### config.mk
export PLATFORM = sky130hd
export DESIGN_NAME = tone_sequencer
export DESIGN_NICKNAME = d
export VERILOG_FILES = /design/src/rtl/tone_seq_pkg.sv /design/src/rtl/tone_divider.sv /design/src/rtl/tone_sequencer.sv
export SDC_FILE = /design/constraint.sdc
export NUM_CORES = 1
export LEC_CHECK = 0
export BUFFER_PORTS_ARGS = -buffer_cell sky130_fd_sc_hd__buf_2
export CORE_MARGIN = 2
export CORE_UTILIZATION = 55
export CTS_CLUSTER_DIAMETER = 60
export DETAILED_ROUTE_END_ITERATION = 12
export GPL_ROUTABILITY_DRIVEN = 0
export PLACE_DENSITY = 0.81
export REMOVE_ABC_BUFFERS = 1
export SLEW_MARGIN = 20
export SYNTH_ARGS = -nofsm -noshare
export SYNTH_HDL_FRONTEND = slang
export SYNTH_SLANG_ARGS = --single-unit
### constraint.sdc
create_clock -name clk -period 4.4 [get_ports clk]
set_input_delay 0 -clock clk [delete_from_list [all_inputs] [get_ports clk]]
set_output_delay 0 -clock clk [all_outputs]
set_load 0.05 [all_outputs]
### src/rtl/tone_seq_pkg.sv
// Shared types and width helpers for the tone sequencer.
package tone_seq_pkg;

    typedef enum logic {
        IDLE = 1'b0,
        PLAY = 1'b1
    } state_t;

    // Like $clog2 but never returns 0, so a 1-entry range still gets a 1-bit field.
    function automatic int clog2_min1(input int value);
        return ($clog2(value) < 1) ? 1 : $clog2(value);
    endfunction

    function automatic int step_cycles_of(input int clk_mhz, input int step_ms);
        return clk_mhz * 1000 * step_ms;
    endfunction

endpackage

### src/rtl/tone_divider.sv
// One square-wave channel: toggles every half_period cycles, silent when the period is 0.
module tone_divider #(
    parameter int width = 24
) (
    input  logic             clk,
    input  logic             reset_n,
    input  logic             load,
    input  logic [width-1:0] half_period,
    output logic             tone,
    output logic             active
);

    logic [width-1:0] half_q;
    logic [width-1:0] count;

    // A load restarts the waveform from a low phase so the first edge lands H cycles later.
    always_ff @(posedge clk or negedge reset_n) begin
        if (!reset_n) begin
            half_q <= '0;
            count  <= '0;
            tone   <= 1'b0;
            active <= 1'b0;
        end else if (load) begin
            half_q <= half_period;
            count  <= '0;
            tone   <= 1'b0;
            active <= (half_period != '0);
        end else if (half_q != '0) begin
            if (count == half_q - 1'b1) begin
                count <= '0;
                tone  <= ~tone;
            end else begin
                count <= count + 1'b1;
            end
        end
    end

endmodule

### src/rtl/tone_sequencer.sv
// Multi-channel note sequencer: per-channel sequence memory, shared step timer and play FSM.
module tone_sequencer
    import tone_seq_pkg::*;
#(
    parameter int clk_mhz       = 50,
    parameter int step_ms       = 250,
    parameter int n_channels    = 2,
    parameter int seq_depth     = 8,
    parameter int divider_width = 24
) (
    input  logic                                 clk,
    input  logic                                 reset_n,
    input  logic                                 wr_en,
    input  logic [clog2_min1(n_channels)-1:0]    wr_ch,
    input  logic [$clog2(seq_depth)-1:0]         wr_addr,
    input  logic [divider_width-1:0]             wr_data,
    input  logic [$clog2(seq_depth+1)-1:0]       seq_len,
    input  logic                                 loop,
    input  logic                                 start,
    input  logic                                 stop,
    output logic [n_channels-1:0]                tone,
    output logic                                 sound,
    output logic [n_channels-1:0]                active,
    output logic [$clog2(seq_depth)-1:0]         step_idx,
    output logic                                 busy,
    output logic                                 done
);

    localparam int STEP_CYCLES = step_cycles_of(clk_mhz, step_ms);
    localparam int TW          = clog2_min1(STEP_CYCLES);
    localparam int AW          = $clog2(seq_depth);
    localparam int LW          = $clog2(seq_depth + 1);

    logic [divider_width-1:0] mem [n_channels][seq_depth];

    state_t          state;
    logic [TW-1:0]   timer;
    logic [LW-1:0]   len_q;
    logic            loop_q;

    logic            load;
    logic            load_zero;
    logic [AW-1:0]   load_idx;
    logic            terminal;
    logic            last_step;
    logic            go;

    always_ff @(posedge clk or negedge reset_n) begin
        if (!reset_n) begin
            for (int c = 0; c < n_channels; c++) begin
                for (int a = 0; a < seq_depth; a++) begin
                    mem[c][a] <= '0;
                end
            end
        end else if (wr_en && int'(wr_ch) < n_channels) begin
            mem[wr_ch][wr_addr] <= wr_data;
        end
    end

    // Load strobe for the dividers; a zero load is how stop/completion silences every channel.
    always_comb begin
        load      = 1'b0;
        load_zero = 1'b0;
        load_idx  = '0;
        go        = start && !stop && (seq_len != '0);
        terminal  = (timer == TW'(STEP_CYCLES - 1));
        last_step = (int'(step_idx) + 1 >= int'(len_q));
        case (state)
            IDLE: begin
                if (go) begin
                    load = 1'b1;
                end
            end
            PLAY: begin
                if (stop) begin
                    load      = 1'b1;
                    load_zero = 1'b1;
                end else if (terminal) begin
                    load = 1'b1;
                    if (!last_step) begin
                        load_idx = step_idx + 1'b1;
                    end else if (!loop_q) begin
                        load_zero = 1'b1;
                    end
                end
            end
            default: ;
        endcase
    end

    // stop outranks both a pending start and a step boundary on the same edge.
    always_ff @(posedge clk or negedge reset_n) begin
        if (!reset_n) begin
            state    <= IDLE;
            timer    <= '0;
            len_q    <= '0;
            loop_q   <= 1'b0;
            step_idx <= '0;
            busy     <= 1'b0;
            done     <= 1'b0;
        end else begin
            done <= 1'b0;
            case (state)
                IDLE: begin
                    if (go) begin
                        state    <= PLAY;
                        busy     <= 1'b1;
                        step_idx <= '0;
                        timer    <= '0;
                        len_q    <= seq_len;
                        loop_q   <= loop;
                    end
                end
                PLAY: begin
                    if (stop) begin
                        state    <= IDLE;
                        busy     <= 1'b0;
                        step_idx <= '0;
                        timer    <= '0;
                    end else if (terminal) begin
                        timer <= '0;
                        if (!last_step) begin
                            step_idx <= step_idx + 1'b1;
                        end else if (loop_q) begin
                            step_idx <= '0;
                        end else begin
                            state    <= IDLE;
                            busy     <= 1'b0;
                            done     <= 1'b1;
                            step_idx <= '0;
                        end
                    end else begin
                        timer <= timer + 1'b1;
                    end
                end
                default: state <= IDLE;
            endcase
        end
    end

    for (genvar c = 0; c < n_channels; c++) begin : g_ch
        tone_divider #(
            .width(divider_width)
        ) u_div (
            .clk        (clk),
            .reset_n    (reset_n),
            .load       (load),
            .half_period(load_zero ? '0 : mem[c][load_idx]),
            .tone       (tone[c]),
            .active     (active[c])
        );
    end

    assign sound = ^tone;

endmodule

==> results_dict.tcl <==
set metrics [dict create \
    insertion_delay_ns 0.63 \
    grt_max_degree 132 \
    routed_wl_um 72700 \
    yosys_warnings 0 \
    max-cap-violations 0 \
    register_area_mm2 0.0130 \
    finalHoldViolCount 0 \
    multi_input_area_mm2 0.0118 \
    slew-limit-headroom 0.296 \
    clock_sinks 519 \
    synth_ff_type "dfrtp_1" \
    synth.most_common_cell "dfrtp_1" \
    syn_area_mm2 0.0254 \
    arrival_ns 4.76 \
    maxSlewViolCount 0 \
    cts_hold_buf 31 \
    grt_usage 0.312 \
    cts_inserted_buffers 53 \
    post_cts_buffers 0 \
    drt-pass1-iter-count 10 \
    required_ns 4.91 \
    synth.area.top_cells "dfrtp_1 (51%), mux2_2 (18%), nand2_1 (3.9%)" \
    io_pins 48 \
    violations "design-rule violations" \
    fin_worst_hold_slack_ns 0.0862 \
    skew_ns 0.0277 \
    critical_path_class "reg -> reg" \
    synth_edf_count 0 \
    yosys_register_bits 519 \
    period_minus_slack_ns 4.26 \
    wl_per_cell_um 24.3 \
    rsz0062_at_grt "false" \
    final_area_mm2 0.0289 \
    dieArea_mm2 0.0480 \
    vias_per_cell 6.52 \
    hold_path_class "in -> reg" \
    worst_pin_slew_ns 1.06 \
    dp_hpwl_um 46400 \
    yosysTopAreaCell "dfrtp_1" \
    cp-start-kind "register" \
    end_kind "register" \
    fillers 3452 \
    drive_gt1_frac 0.271 \
    fin_util 0.635 \
    grt_pass1_wl_um 115000 \
    min_period_over_period 0.968 \
    cts_max_level 2 \
    cts_buffer_depth 3 \
    cp_max_fo 51 \
    drc 2 \
    p_leak_uw 0.0123 \
    final_net_count 2400 \
    root_buffer "clkbuf_16" \
    placed_area_mm2 0.0266 \
    start_util 0.559 \
    fmax_mhz 235 \
    grt_overflow 0 \
    drt-initial-drc-count 2105 \
    cts_resized 0 \
    grt_pass1_vias 20059 \
    rows 78 \
    coreArea_mm2 0.0455 \
    avgSynthCellArea_um2 11.1 \
    power_density_mw_per_mm2 534 \
    die_w_um 219 \
    cts_tree "done" \
    ys_async_sr_fraction 1.00 \
    finalSetupViolations 0 \
    synthTopCellsByCount "dfrtp_1 (519), mux2_2 (396), nand2_1 (267), nor2_1 (151), clkbuf_1 (123)" \
    syn_inst 2282 \
    die_h_um 219 \
    seq_area_frac_synth 0.511 \
    via_count 19526 \
    synth_top_area_share 0.511 \
    ir_drop_mv 0.384 \
    port_buffers 47 \
    final_antenna_net_count 0 \
    status "finished, violations left" \
    synth_cell_types 69 \
    clkTransAtPathRegs_ns 0.07 \
    grt_antenna_before_repair 4 \
    area_growth_pct 13.6 \
]
## cell usage in the layout (no fill, tap or decap), drive strengths merged, types with 64 or more instances in the layout
cell	netlist	final
mux2	396	396
mux2i	73	73
nand2	267	267
nand3	73	73
o21ai	77	77
dfrtp	519	519
clkbuf	123	65
xnor2	64	64
nor2	151	151
buf	27	131
## report_power, final
part	internal [uW]	leakage (uW)	switching (uW)	total [uW]
registers	5840	0.00650	860	6700
clock network	2930	0.000939	2020	4940
logic	1730	0.00484	2050	3780
## worst max-delay path, stage by stage, from the launching register on
cell and delay (ns):
dfrtp_1 0.44, or4b_4 0.56, or4_1 0.67, nor4_4 0.38
buf_12 0.31, mux2i_1 0.24, a211o_1 0.18, o21ai_0 0.19
nor4b_1 0.52, nand4_1 0.20, o32a_1 0.39
## flip-flops by register name, indices dropped and copies added, names as in the netlist
| name | count |
|---|---|
| mem | 384 |
| g_ch.u_div.count | 48 |
| g_ch.u_div.half_q | 48 |
| timer | 24 |
| len_q | 4 |
| step_idx | 3 |
| g_ch.u_div.active | 2 |
| g_ch.u_div.tone | 2 |
| busy | 1 |
| done | 1 |
| loop_q | 1 |
| state | 1 |
## path summary, 6_finish.rpt
path | endpoint | startpoint | cells past startpoint | slack [ns]
max in group asynchronous | mem[291]$_DFFE_PN0P_ | reset_n | 5 | 2.56
max | g_ch[1].u_div.active$_DFFE_PN0N_ | timer[16]$_DFFE_PN0P_ | 10 | 0.14
min | len_q[2]$_DFFE_PN0P_ | start | 4 | 0.09
max reg2reg | g_ch[1].u_div.active$_DFFE_PN0N_ | timer[16]$_DFFE_PN0P_ | 10 | 0.14
min reg2reg | busy$_DFFE_PN0P_ | busy$_DFFE_PN0P_ | 1 | 0.48
min in group asynchronous | mem[2]$_DFFE_PN0P_ | reset_n | 3 | 0.38
## cell type report
cell class,count,area share
Tap cell,600,0.0260
Sequential cell,519,0.450
Timing Repair Buffer,163,0.0464
Multi-Input combinational cell,1589,0.408
Clock inverter,33,0.0171
Antenna cell,2,0.000173
Inverter,24,0.00312
Clock buffer,65,0.0496
## logic make-up after synthesis
family	after synthesis	share of synthesized area
and+or+nand+nor	684	0.128
DFF	519	0.511
muxes	469	0.204
AOI/OAI and AO/OA	300	0.0799
buffers and inverters	174	0.0284
xor gates and xnor gates	124	0.0427
adders and majority gates	12	0.00590
## per-stage QoR
stage                     setup TNS, ns  power [uW]  setup WS (ns)  instances
after global routing                  0       16100         0.0595       2993
final                                 0       15400          0.143       2995
after CTS                             0       15400          0.231       2991
after global placement                0       10200          0.309       2862
after detailed placement              0       10400          0.235       2862
after floorplan                 -101.18        9030          -2.65       2132
## metal layers
| layer | vias up | part of all wire | global-route usage |
|---|---|---|---|
| met5 | - | 0.00047 | 0 |
| li1 | 8331 | - | - |
| met4 | 6 | 0.052 | 0.166 |
| met3 | 301 | 0.10 | 0.0793 |
| met1 | 9822 | 0.39 | 0.409 |
| met2 | 1066 | 0.45 | 0.479 |
No activity file was read; power rests on OpenSTA's default activity.
